File: src/rtl/usb_tx_arbiter.sv
// usb_tx_arbiter: frame-atomic arbiter sharing the FT245 sync-FIFO write port between two byte streams
// Build option: define USB_TX_HEADER_EN to prefix every frame with 5A A5 <src id> <frame counter low byte>.
// Ports:
//   clk, rst_n           FT245 60 MHz clock, asynchronous active-low reset
//   fft_data/valid/last  src 0 byte stream (FFT result frames), fft_ready accepts
//   raw_data/valid/last  src 1 byte stream (raw FIR debug frames), raw_ready accepts
//   ft_txe_n             FT245 TX FIFO has space when low
//   ft_wr_n, ft_data     registered FT245 write strobe (active-low) and data
//   tx_idle              high in IDLE with no byte pending
//   frame_done           one-cycle pulse after a frame's last byte is taken by the FT245
module usb_tx_arbiter #(
    parameter int DATA_W = 8,
    parameter int CTR_W  = 8
) (
    input  logic              clk,
    input  logic              rst_n,
    input  logic [DATA_W-1:0] fft_data,
    input  logic              fft_valid,
    input  logic              fft_last,
    output logic              fft_ready,
    input  logic [DATA_W-1:0] raw_data,
    input  logic              raw_valid,
    input  logic              raw_last,
    output logic              raw_ready,
    input  logic              ft_txe_n,
    output logic              ft_wr_n,
    output logic [DATA_W-1:0] ft_data,
    output logic              tx_idle,
    output logic              frame_done
);
    typedef enum logic [1:0] {IDLE, HDR, XFER, DRAIN} state_t;

    state_t            state_q, state_d;
    logic              grant_q, grant_d, last_grant_q, last_grant_d;
    logic              wr_n_q, wr_n_d, done_q, done_d;
    logic [DATA_W-1:0] data_q, data_d, byte_d, sel_data;
    logic              load, space, sel_valid, sel_last, force_idle;
`ifdef USB_TX_HEADER_EN
    logic [1:0]        hcnt_q, hcnt_d;
    logic [CTR_W-1:0]  ctr_q, ctr_d;
    logic [DATA_W-1:0] hdr_byte;
`endif

    // The output register can take a new byte when empty or when its byte leaves this edge.
    assign space      = wr_n_q | ~ft_txe_n;
    assign sel_valid  = grant_q ? raw_valid : fft_valid;
    assign sel_last   = grant_q ? raw_last  : fft_last;
    assign sel_data   = grant_q ? raw_data  : fft_data;
    assign ft_wr_n    = wr_n_q;
    assign ft_data    = data_q;
    assign frame_done = done_q;
    assign tx_idle    = (state_q == IDLE) && wr_n_q;
`ifdef USB_TX_HEADER_EN
    assign hdr_byte = (hcnt_q == 2'd0) ? DATA_W'(8'h5A) :
                      (hcnt_q == 2'd1) ? DATA_W'(8'hA5) :
                      (hcnt_q == 2'd2) ? (grant_q ? DATA_W'(8'h02) : DATA_W'(8'h01)) :
                      DATA_W'(ctr_q);
`endif

    always_comb begin
        state_d      = state_q;
        grant_d      = grant_q;
        last_grant_d = last_grant_q;
        load         = 1'b0;
        byte_d       = sel_data;
        done_d       = 1'b0;
        force_idle   = 1'b0;
        fft_ready    = 1'b0;
        raw_ready    = 1'b0;
`ifdef USB_TX_HEADER_EN
        hcnt_d       = hcnt_q;
        ctr_d        = ctr_q;
`endif
        case (state_q)
            IDLE: if (fft_valid || raw_valid) begin
                // Simultaneous requests alternate against the previous winner.
                grant_d = (fft_valid && raw_valid) ? ~last_grant_q : raw_valid;
`ifdef USB_TX_HEADER_EN
                hcnt_d  = 2'd0;
                state_d = HDR;
`else
                state_d = XFER;
`endif
            end
`ifdef USB_TX_HEADER_EN
            HDR: if (space) begin
                load    = 1'b1;
                byte_d  = hdr_byte;
                hcnt_d  = hcnt_q + 2'd1;
                state_d = (hcnt_q == 2'd3) ? XFER : HDR;
            end
`endif
            XFER: begin
                fft_ready = ~grant_q & space;
                raw_ready = grant_q & space;
                if (space && sel_valid) begin
                    load = 1'b1;
                    if (sel_last) begin
                        state_d      = DRAIN;
                        last_grant_d = grant_q;
`ifdef USB_TX_HEADER_EN
                        ctr_d        = ctr_q + CTR_W'(1);
`endif
                    end
                end
            end
            DRAIN: if (!wr_n_q && !ft_txe_n) begin
                done_d  = 1'b1;
                state_d = IDLE;
            end
            default: begin
                state_d    = IDLE;
                force_idle = 1'b1;
            end
        endcase
        // A refused byte (strobe low, FIFO full) keeps strobe and data until it is taken.
        wr_n_d = force_idle ? 1'b1 : (space ? ~load : wr_n_q);
        data_d = load ? byte_d : data_q;
    end

    always_ff @(posedge clk or negedge rst_n) begin
        if (!rst_n) begin
            state_q      <= IDLE;
            grant_q      <= 1'b0;
            last_grant_q <= 1'b0;
            wr_n_q       <= 1'b1;
            data_q       <= '0;
            done_q       <= 1'b0;
        end else begin
            state_q      <= state_d;
            grant_q      <= grant_d;
            last_grant_q <= last_grant_d;
            wr_n_q       <= wr_n_d;
            data_q       <= data_d;
            done_q       <= done_d;
        end
    end

`ifdef USB_TX_HEADER_EN
    always_ff @(posedge clk or negedge rst_n) begin
        if (!rst_n) begin
            hcnt_q <= 2'd0;
            ctr_q  <= '0;
        end else begin
            hcnt_q <= hcnt_d;
            ctr_q  <= ctr_d;
        end
    end
`endif
endmodule

File: config.mk
export PLATFORM = sky130hd
export DESIGN_NAME = usb_tx_arbiter
export DESIGN_NICKNAME = d
export VERILOG_FILES = /design/src/rtl/usb_tx_arbiter.sv
export SDC_FILE = /design/constraint.sdc
export NUM_CORES = 1
export LEC_CHECK = 0
export CORE_MARGIN = 5
export CORE_UTILIZATION = 34
export CTS_CLUSTER_SIZE = 40
export DETAILED_ROUTE_END_ITERATION = 8
export MAX_ROUTING_LAYER = met4
export PLACE_DENSITY = 0.69
export SYNTH_ARGS = -nofsm -noshare
export SYNTH_HDL_FRONTEND = slang
export SYNTH_SLANG_ARGS = --single-unit
File: constraint.sdc
create_clock -name clk -period 1.5 [get_ports clk]
set_input_delay 0.45 -clock clk [delete_from_list [all_inputs] [get_ports clk]]
set_output_delay 0.45 -clock clk [all_outputs]
set_load 0.02 [all_outputs]
# Yosys cells after proc, flatten, opt, wreduce, memory -nomap -nowiden
# Index checks and enable logic that the tools add are counted.
[word_totals]
reg_bits = 14
out_inout_bits = 13
in_bits = 23
[classes]
reduce_logical = 12
muxes = 17
bitwise = 7
n_eq_ne = 7
[op_table]
columns = ["operator", "n"]
rows = [
  ["$mux W1", 11],
  ["$mux W2", 4],
  ["$mux W8", 1],
  ["$ne A2 B2 Y1 const B", 3],
  ["$pmux W2 S3", 1],
  ["$eq A2 B2 Y1 const B", 2],
  ["$logic_and A1 B1 Y1", 4],
  ["$ne A2 B1 Y1 const B", 2],
  ["$not A1 Y1", 4],
  ["$reduce_and A4 Y1", 1],
  ["$reduce_and A3 Y1", 1],
  ["$reduce_or A3 Y1", 1],
  ["$and A1 B1 Y1", 2],
  ["$logic_not A1 Y1", 2],
  ["$logic_not A2 Y1", 1],
  ["$reduce_and A2 Y1", 1],
  ["$logic_or A1 B1 Y1", 1],
  ["$or A1 B1 Y1", 1],
]

# Depth between registers and ports, before layout
# Gate-level depths: netlist of the first run.
[logic_depth]
ltp_word = 8
mapped_depth = 4
mapped_depth_nobuf = 3

# Worst setup path before layout of the first run
# No wires, ideal clock.
[synth_path]
kind = "register to output"
from = "register wr_n_q (netlist: ft_wr_n)"
to = "output port fft_ready"
setup_slack_ns = -0.072
path_stages_with_launch = 4
arrival_time_ns = 1.122
cell_sequence = "dfstp_2 -> nand2b_1 -> nand2_1 -> nor2_1"
[synth_via]
elab_chain_cells = 3
[synth_lines]
columns = ["element", "line", "source"]
rows = [
  ["from (decl)", "35", "logic wr_n_q, wr_n_d, done_q, done_d;"],
  ["from (signal assigned)", "133", "wr_n_q <= wr_n_d;"],
  ["$or A1 B1 Y1", "45", "assign space = wr_n_q | ~ft_txe_n;"],
  ["$and A1 B1 Y1", "94", "fft_ready = ~grant_q & space;"],
  ["$mux W1", "74", "case (state_q)"],
  ["to (decl)", "20", "output logic fft_ready,"],
]
# Every way passes these cells.

# Worst setup path after layout of the first run
# Ends and elaborated chain as after synthesis.

==> results of run 1 <==
[registers in the layout, indices dropped and copies added, names as in the netlist]
register	count
ft_wr_n	1
grant_q	1
state_q	2
last_grant_q	1
ft_data	8
frame_done	1
[critical path, cell delays in order, from the launching register on]
cell	delay (ns)
dfstp_2	0.55
nand2b_4	0.14
nand2_4	0.06
nor2_4	0.11
buf_6	0.12
[per-layer routing]
layer  up-vias  global-route usage [%]
met5         -                       -
met4         0                    4.07
met3         0                    5.05
met2        17                    22.7
met1       344                    16.4
li1        339                       -
[repair_timing]
item,4_1_cts,5_1_grt
setup buffers,2,3
hold buffers,0,0
pin swaps,2,2
cloned,0,0
resized for setup,49,8
endpoints found under the setup margin,21,12
[area by class of cell]
class,instances,area share (%)
timing repair buffer,55,37.2
clock buffer,4,2.61
multi-input combinational,46,32.4
sequential,14,25.3
tap,27,2.43
[how the worst max path moves through the flow]
stage,to,slack (ns)
3_5_place_dp,fft_ready,-0.71
4_1_cts,fft_ready,-0.20
6_report,fft_ready,-0.21
2_1_floorplan,fft_ready,0.007
5_1_grt,fft_ready,-0.26
3_3_place_gp,fft_ready,-0.67
[kinds of logic (layout without fill, tap and decap cells)]
kind of cell	after synthesis	count (layout)
and+or+nand+nor	19	19
muxes	18	18
DFF	14	14
AOI/OAI and AO/OA	9	9
buffers and inverters	2	59
[layout by cell type (no fill, tap or decap), drive strengths merged, types with 2 or more instances in the layout]
cell and instances:
clkdlybuf4s50 21, and3 2, mux2 16, dlygate4sd2 10
mux2i 2, dfrtp 13, clkbuf 4, buf 24
nor2b 2, nand2b 3, nand2 4, a21oi 3
nor2 5
[where the power goes]
part,total (µW),switching [µW],internal (µW)
sequential,685,118,568
clock,272,125,147
combinational,1810,776,1030
total,2770,1020,1750
[through the flow]
step	hold slack, ns	worst slack (ns)	std cells	util, %	power (µW)
3_3_place_gp	0.488	-0.672	137	61.4	2170
2_1_floorplan	0.154	0.00669	62	-	1480
6_report	0.412	-0.205	146	69.3	2770
3_5_place_dp	0.495	-0.714	137	61.4	2210
4_1_cts	0.405	-0.198	143	66.4	2620
5_1_grt	0.414	-0.257	146	69.3	2930
==> results.py, run 1 <==
metrics = {
    "run_status": {
        "status": "finished, violations left",
        "violations": "negative setup slack",
    },
    "synthesis": {
        "synthSimpleGateAreaFrac_pct": 14.4,
        "synth_enable_flop_cells": 0,
        "synth_compound_area_share_pct": 8.23,
        "yosysMostFrequentCell": "mux2_2",
        "synth_top_family_by_area": "multiplexers",
        "synth-seq-area-share_pct": 48.2,
        "synth-seq-cells": 14,
        "synthFlopType": "dfrtp_1",
        "synth_top_area_share_pct": 44.6,
        "synth_xor_area_share_pct": 0,
        "synth_fa_ha_area_share_pct": 0,
        "synth.area.mux_share_pct": 27.4,
        "yosys.area.top_type": "dfrtp_1",
        "yosysWarnings": 0,
        "synth.cell_area_um2": 729,
        "syn_avg_cell_area_um2": 11.8,
        "synth_cell_types": 21,
        "syn_nets": 85,
        "synthTopCellsByCount": "mux2_2 (16), dfrtp_1 (13), nor2_1 (5)",
        "synthTopCellsByArea": "dfrtp_1 (45%), mux2_2 (25%), dfstp_2 (3.6%), mux2i_1 (2.7%), nand2b_1 (2.6%)",
        "async_reset_ff_share_pct": 100,
        "syn_inst": 62,
    },
    "power": {
        "power-per-cell-area_nw_per_um2": 1990,
        "irDropWorstVdd_mv": 1.42,
        "cellLeakagePower_uw": 0.000636,
    },
    "detailed_routing": {
        "drc": 0,
        "met3_length_um": 131,
        "final_antenna_net_count": 0,
        "met1_length_um": 937,
        "routed.top_layer": "met3",
        "wirelength_um": 2160,
        "vias_per_cell": 4.79,
        "dr.pass1.iters": 5,
        "vias": 700,
        "wl_per_cell_um": 14.8,
        "detailroute.wirelength.met2_um": 1090,
        "first_iter_violations": 11,
    },
    "die": {
        "die_area_um2": 3170,
        "core_um2": 2000,
        "die_h_um": 56.3,
        "initial_utilization_pct": 36.4,
        "io_pins": 36,
        "num_rows": 16,
        "fp.dieW_um": 56.3,
    },
    "sta": {
        "setup_viol": 12,
        "setup_tns_ns": -1.11,
        "tightestPinTransition_ns": 0.315,
        "finalMaxSlewViolations": 0,
        "finalHoldViolCount": 0,
        "min_period_ns": 1.71,
        "post-route-period-util_pct": 114,
        "max_freq_mhz": 586,
        "rsz0062_at_grt": "yes",
        "worst_clock_skew_ns": 0.0108,
        "timing.slew.headroom_pct": 78.6,
        "fin_ws_ns": -0.205,
    },
    "grt": {
        "grt_usage_pct": 14.0,
        "grt_pass1_wl_um": 3350,
        "antenna_found_initial": 0,
        "grt_pass1_vias": 668,
        "overflow": 0,
        "grt_max_degree": 13,
    },
    "setup_path": {
        "crit_required_ns": 1.05,
        "r2r_setup_slack_ns": -0.08,
        "critPathLaunch": "ft_wr_n",
        "reg2reg_from": "ft_wr_n",
        "crit_type": "register to output port",
        "r2r-end": "ft_data[0]",
        "worst-path-max-fanout": 3,
        "ff2ff_path_depth": 6,
        "crit_arrival_ns": 1.26,
        "cp-end-kind": "output port",
        "critPathLaunchType": "register",
    },
    "cells_and_area": {
        "regArea_um2": 352,
        "n_fill_cell": 148,
        "post-route-cell-area_um2": 1390,
        "multiInputGateArea_um2": 449,
        "drive_above_1_share_pct": 47.9,
        "area_growth_pct": 90.2,
        "antenna_cells": 0,
        "nNetsFinal": 143,
    },
    "clock_tree": {
        "cts_tree": "built",
        "cts_num_sinks": 14,
        "insertion_delay_ns": 0.28,
        "ctsHtreeMaxLevel": 1,
        "numCtsBuffers": 3,
        "root_buffer": "clkbuf_4",
        "cts.clk_slew.worst_paths_ns": 0.10,
        "clk_path_buf_depth": 2,
    },
    "job": {
        "drv_cap": 0,
    },
    "place": {
        "dpl.hpwl_um": 1590,
        "port_buffers": 35,
        "routabilityCongestion": 0.814,
        "place_area_um2": 1230,
    },
    "min_path": {
        "hold_path.class": "input port to asynchronous set/reset pin",
    },
}
Power figures use the tool's default switching activity.
==> run 2, diff against run 1 <==
Settings changed: ABC_AREA set to 1, CORE_MARGIN 5 to not set.
==> run 2 against run 1 <==
Compared with the run above: the run still ends with negative setup slack left; first-iteration DRC count shrank 18%; worst setup slack gained 0.017 ns; sequential power shrank 0.9%; core utilization shrank 5.0 points; synthesized cell count grew 39%; combinational power shrank 9.9%; clock power shrank 3%; final cell count grew 14%; largest cell class unchanged; power shrank 7.1%; non-clock buffer count shrank 2; critical endpoint is now raw_ready; wire length shrank 15%.
==> results.py, run 2 <==
metrics = {
    "synthesis": {
        "synth.cell_area_um2": 757,
        "synthTopCellsByArea": "dfrtp_1 (43%), nand2_1 (9.9%), o21ai_2 (9.3%), o21ai_0 (6.0%), or2_1 (5.0%)",
        "synth_enable_flop_cells": 0,
        "syn_nets": 109,
        "synth-seq-area-share_pct": 46.4,
        "yosysMostFrequentCell": "nand2_1",
        "synth_cell_types": 21,
        "synthFlopType": "dfrtp_1",
        "async_reset_ff_share_pct": 100,
        "syn_inst": 86,
        "synth_top_area_share_pct": 43.0,
        "syn_avg_cell_area_um2": 8.80,
        "synthTopCellsByCount": "nand2_1 (20), dfrtp_1 (13), o21ai_0 (9)",
        "yosys.area.top_type": "dfrtp_1",
        "synth-seq-cells": 14,
        "yosysWarnings": 0,
    },
    "grt": {
        "overflow": 0,
        "grt_usage_pct": 18.1,
        "grt_pass1_wl_um": 3320,
        "antenna_found_initial": 0,
        "grt_pass1_vias": 818,
        "grt_max_degree": 17,
    },
    "power": {
        "cellLeakagePower_uw": 0.000631,
        "p_switching_uw": 1100,
        "p_int_uw": 1470,
        "power-per-cell-area_nw_per_um2": 1980,
        "irDropWorstVdd_mv": 1.12,
        "sw_frac_of_total_pct": 42.9,
        "p_clk_share_pct": 10.3,
        "p_comb_share_pct": 63.3,
        "p_seq_share_pct": 26.4,
    },
    "die": {
        "die_area_um2": 2420,
        "die_h_um": 49.2,
        "fp.dieW_um": 49.2,
        "io_pins": 36,
        "num_rows": 16,
        "core_um2": 2020,
        "initial_utilization_pct": 37.4,
    },
    "sta": {
        "max_freq_mhz": 592,
        "finalMaxSlewViolations": 0,
        "worst_clock_skew_ns": 0.00111,
        "rsz0062_at_grt": "yes",
        "tightestPinTransition_ns": 0.233,
        "min_period_ns": 1.69,
        "timing.slew.headroom_pct": 84.4,
        "setup_viol": 4,
        "holdWs_ns": 0.471,
        "finalHoldViolCount": 0,
        "fin_ws_ns": -0.189,
        "post-route-period-util_pct": 113,
    },
    "setup_path": {
        "ff2ff_path_depth": 7,
        "crit_required_ns": 1.05,
        "reg2reg_from": "ft_wr_n",
        "crit_type": "register to output port",
        "crit_arrival_ns": 1.24,
        "cp-end-kind": "output port",
        "r2r-end": "state_q[1]",
        "critPathLaunchType": "register",
        "r2r_setup_slack_ns": 0.15,
        "worst-path-max-fanout": 2,
    },
    "cells_and_area": {
        "n_fill_cell": 178,
        "largest_reg_flops": 8,
        "antenna_cells": 0,
        "regArea_um2": 352,
        "mostFrequentLayoutCell": "clkdlybuf4s50_1",
        "drive_above_1_share_pct": 35.7,
        "mostFrequentLayoutCells": "clkdlybuf4s50_1 (21), nand2_1 (20), buf_4 (18)",
        "utilization_pct": 64.4,
        "nNetsFinal": 164,
        "multiInputGateArea_um2": 377,
        "area_growth_pct": 71.9,
        "post-route-cell-area_um2": 1300,
    },
    "clock_tree": {
        "cts.clk_slew.worst_paths_ns": 0.08,
        "numCtsBuffers": 3,
        "hold_buffers": 0,
        "ctsHtreeMaxLevel": 1,
        "clk_path_buf_depth": 2,
        "cts_num_sinks": 14,
        "insertion_delay_ns": 0.27,
        "root_buffer": "clkbuf_4",
        "cts_tree": "built",
    },
    "job": {
        "drv_cap": 0,
    },
    "place": {
        "routabilityCongestion": 0.787,
        "port_buffers": 35,
        "place_area_um2": 1240,
        "dpl.hpwl_um": 1440,
    },
    "detailed_routing": {
        "dr.pass1.iters": 4,
        "vias": 771,
        "drc": 0,
        "wl_per_cell_um": 11.0,
        "final_antenna_net_count": 0,
        "first_iter_violations": 9,
        "vias_per_cell": 4.62,
        "wirelength_um": 1840,
    },
    "run_status": {
        "violations": "negative setup slack",
        "status": "finished, violations left",
    },
    "min_path": {
        "hold_path.class": "input port to asynchronous set/reset pin",
    },
}
-- run 2: changes by cell type after synthesis, sizes merged, moves of 2 or more --
cell    previous run  this run
nand4              0         2
or2                0         8
and3               2         0
nand2              4        24
mux2              16         0
mux2i              2         0
nand2b             3         0
o21ai              1        17
nor2b              2         0
a21oi              3         1
inv                0         6
-- run 2: critical path: stages, from the launching register on --
cell	delay, ns
dfstp_2	0.57
nor2_4	0.05
nor2_8	0.08
inv_2	0.04
nor2_1	0.08
buf_4	0.14
-- run 2: per-stage QoR --
| stage | cells | setup slack [ns] | setup TNS (ns) | total power, µW |
|---|---|---|---|---|
| 3_5_place_dp | 161 | -0.808 | -5.01 | 2310 |
| 4_1_cts | 166 | -0.202 | -0.540 | 2530 |
| 2_1_floorplan | 86 | -0.0672 | -0.134 | 1600 |
| 3_3_place_gp | 161 | -0.797 | -4.74 | 2270 |
| 6_report | 167 | -0.189 | -0.590 | 2570 |
| 5_1_grt | 167 | -0.248 | -0.804 | 2790 |
-- run 2: metal layers --
metal	wire length, µm	GRT usage, %	vias to the layer above	part of all wire (%)
li1	-	-	390	-
met2	967	31.1	23	53
met4	16	8.33	0	0.87
met1	784	21.4	356	43
met5	0	-	-	0
met3	71	1.25	2	3.9
-- run 2: final cells by class --
cell class	instances	area share, %
Multi-Input combinational cell	63	28.9
Inverter	6	1.92
Tap cell	27	2.60
Sequential cell	14	27.0
Clock buffer	4	2.79
Timing Repair Buffer	53	36.7
-- run 2: timing repair --
action | CTS | global route
pin swaps | 2 | 1
setup endpoints to repair | 21 | 4
setup buffers | 1 | 1
resized for setup | 35 | 6
-- run 2: kinds of logic (layout without fill, tap and decap cells) --
| kind of cell | count (synthesis) | count (layout) | share of synthesized area, % |
|---|---|---|---|
| compound gates | 19 | 19 | 16.9 |
| flops | 14 | 14 | 46.4 |
| buf+inv | 9 | 63 | 5.78 |
| simple gates | 44 | 44 | 30.9 |
-- run 2: worst max-delay path by stage --
| stage | endpoint | start | slack, ns |
|---|---|---|---|
| after floorplan | fft_ready | ft_wr_n | -0.07 |
| after global placement | fft_ready | ft_txe_n | -0.80 |
| after detailed placement | fft_ready | ft_txe_n | -0.81 |
| after CTS | fft_ready | ft_wr_n | -0.20 |
| after global routing | raw_ready | ft_wr_n | -0.25 |
| final | raw_ready | ft_wr_n | -0.19 |
-- run 2: power groups by stage --
stage	clock, µW	combinational [µW]	sequential (µW)
floorplan	0	768	827
global placement	0	1590	675
detailed placement	0	1630	680
CTS	272	1580	678
global route	286	1800	705
finish	264	1630	679
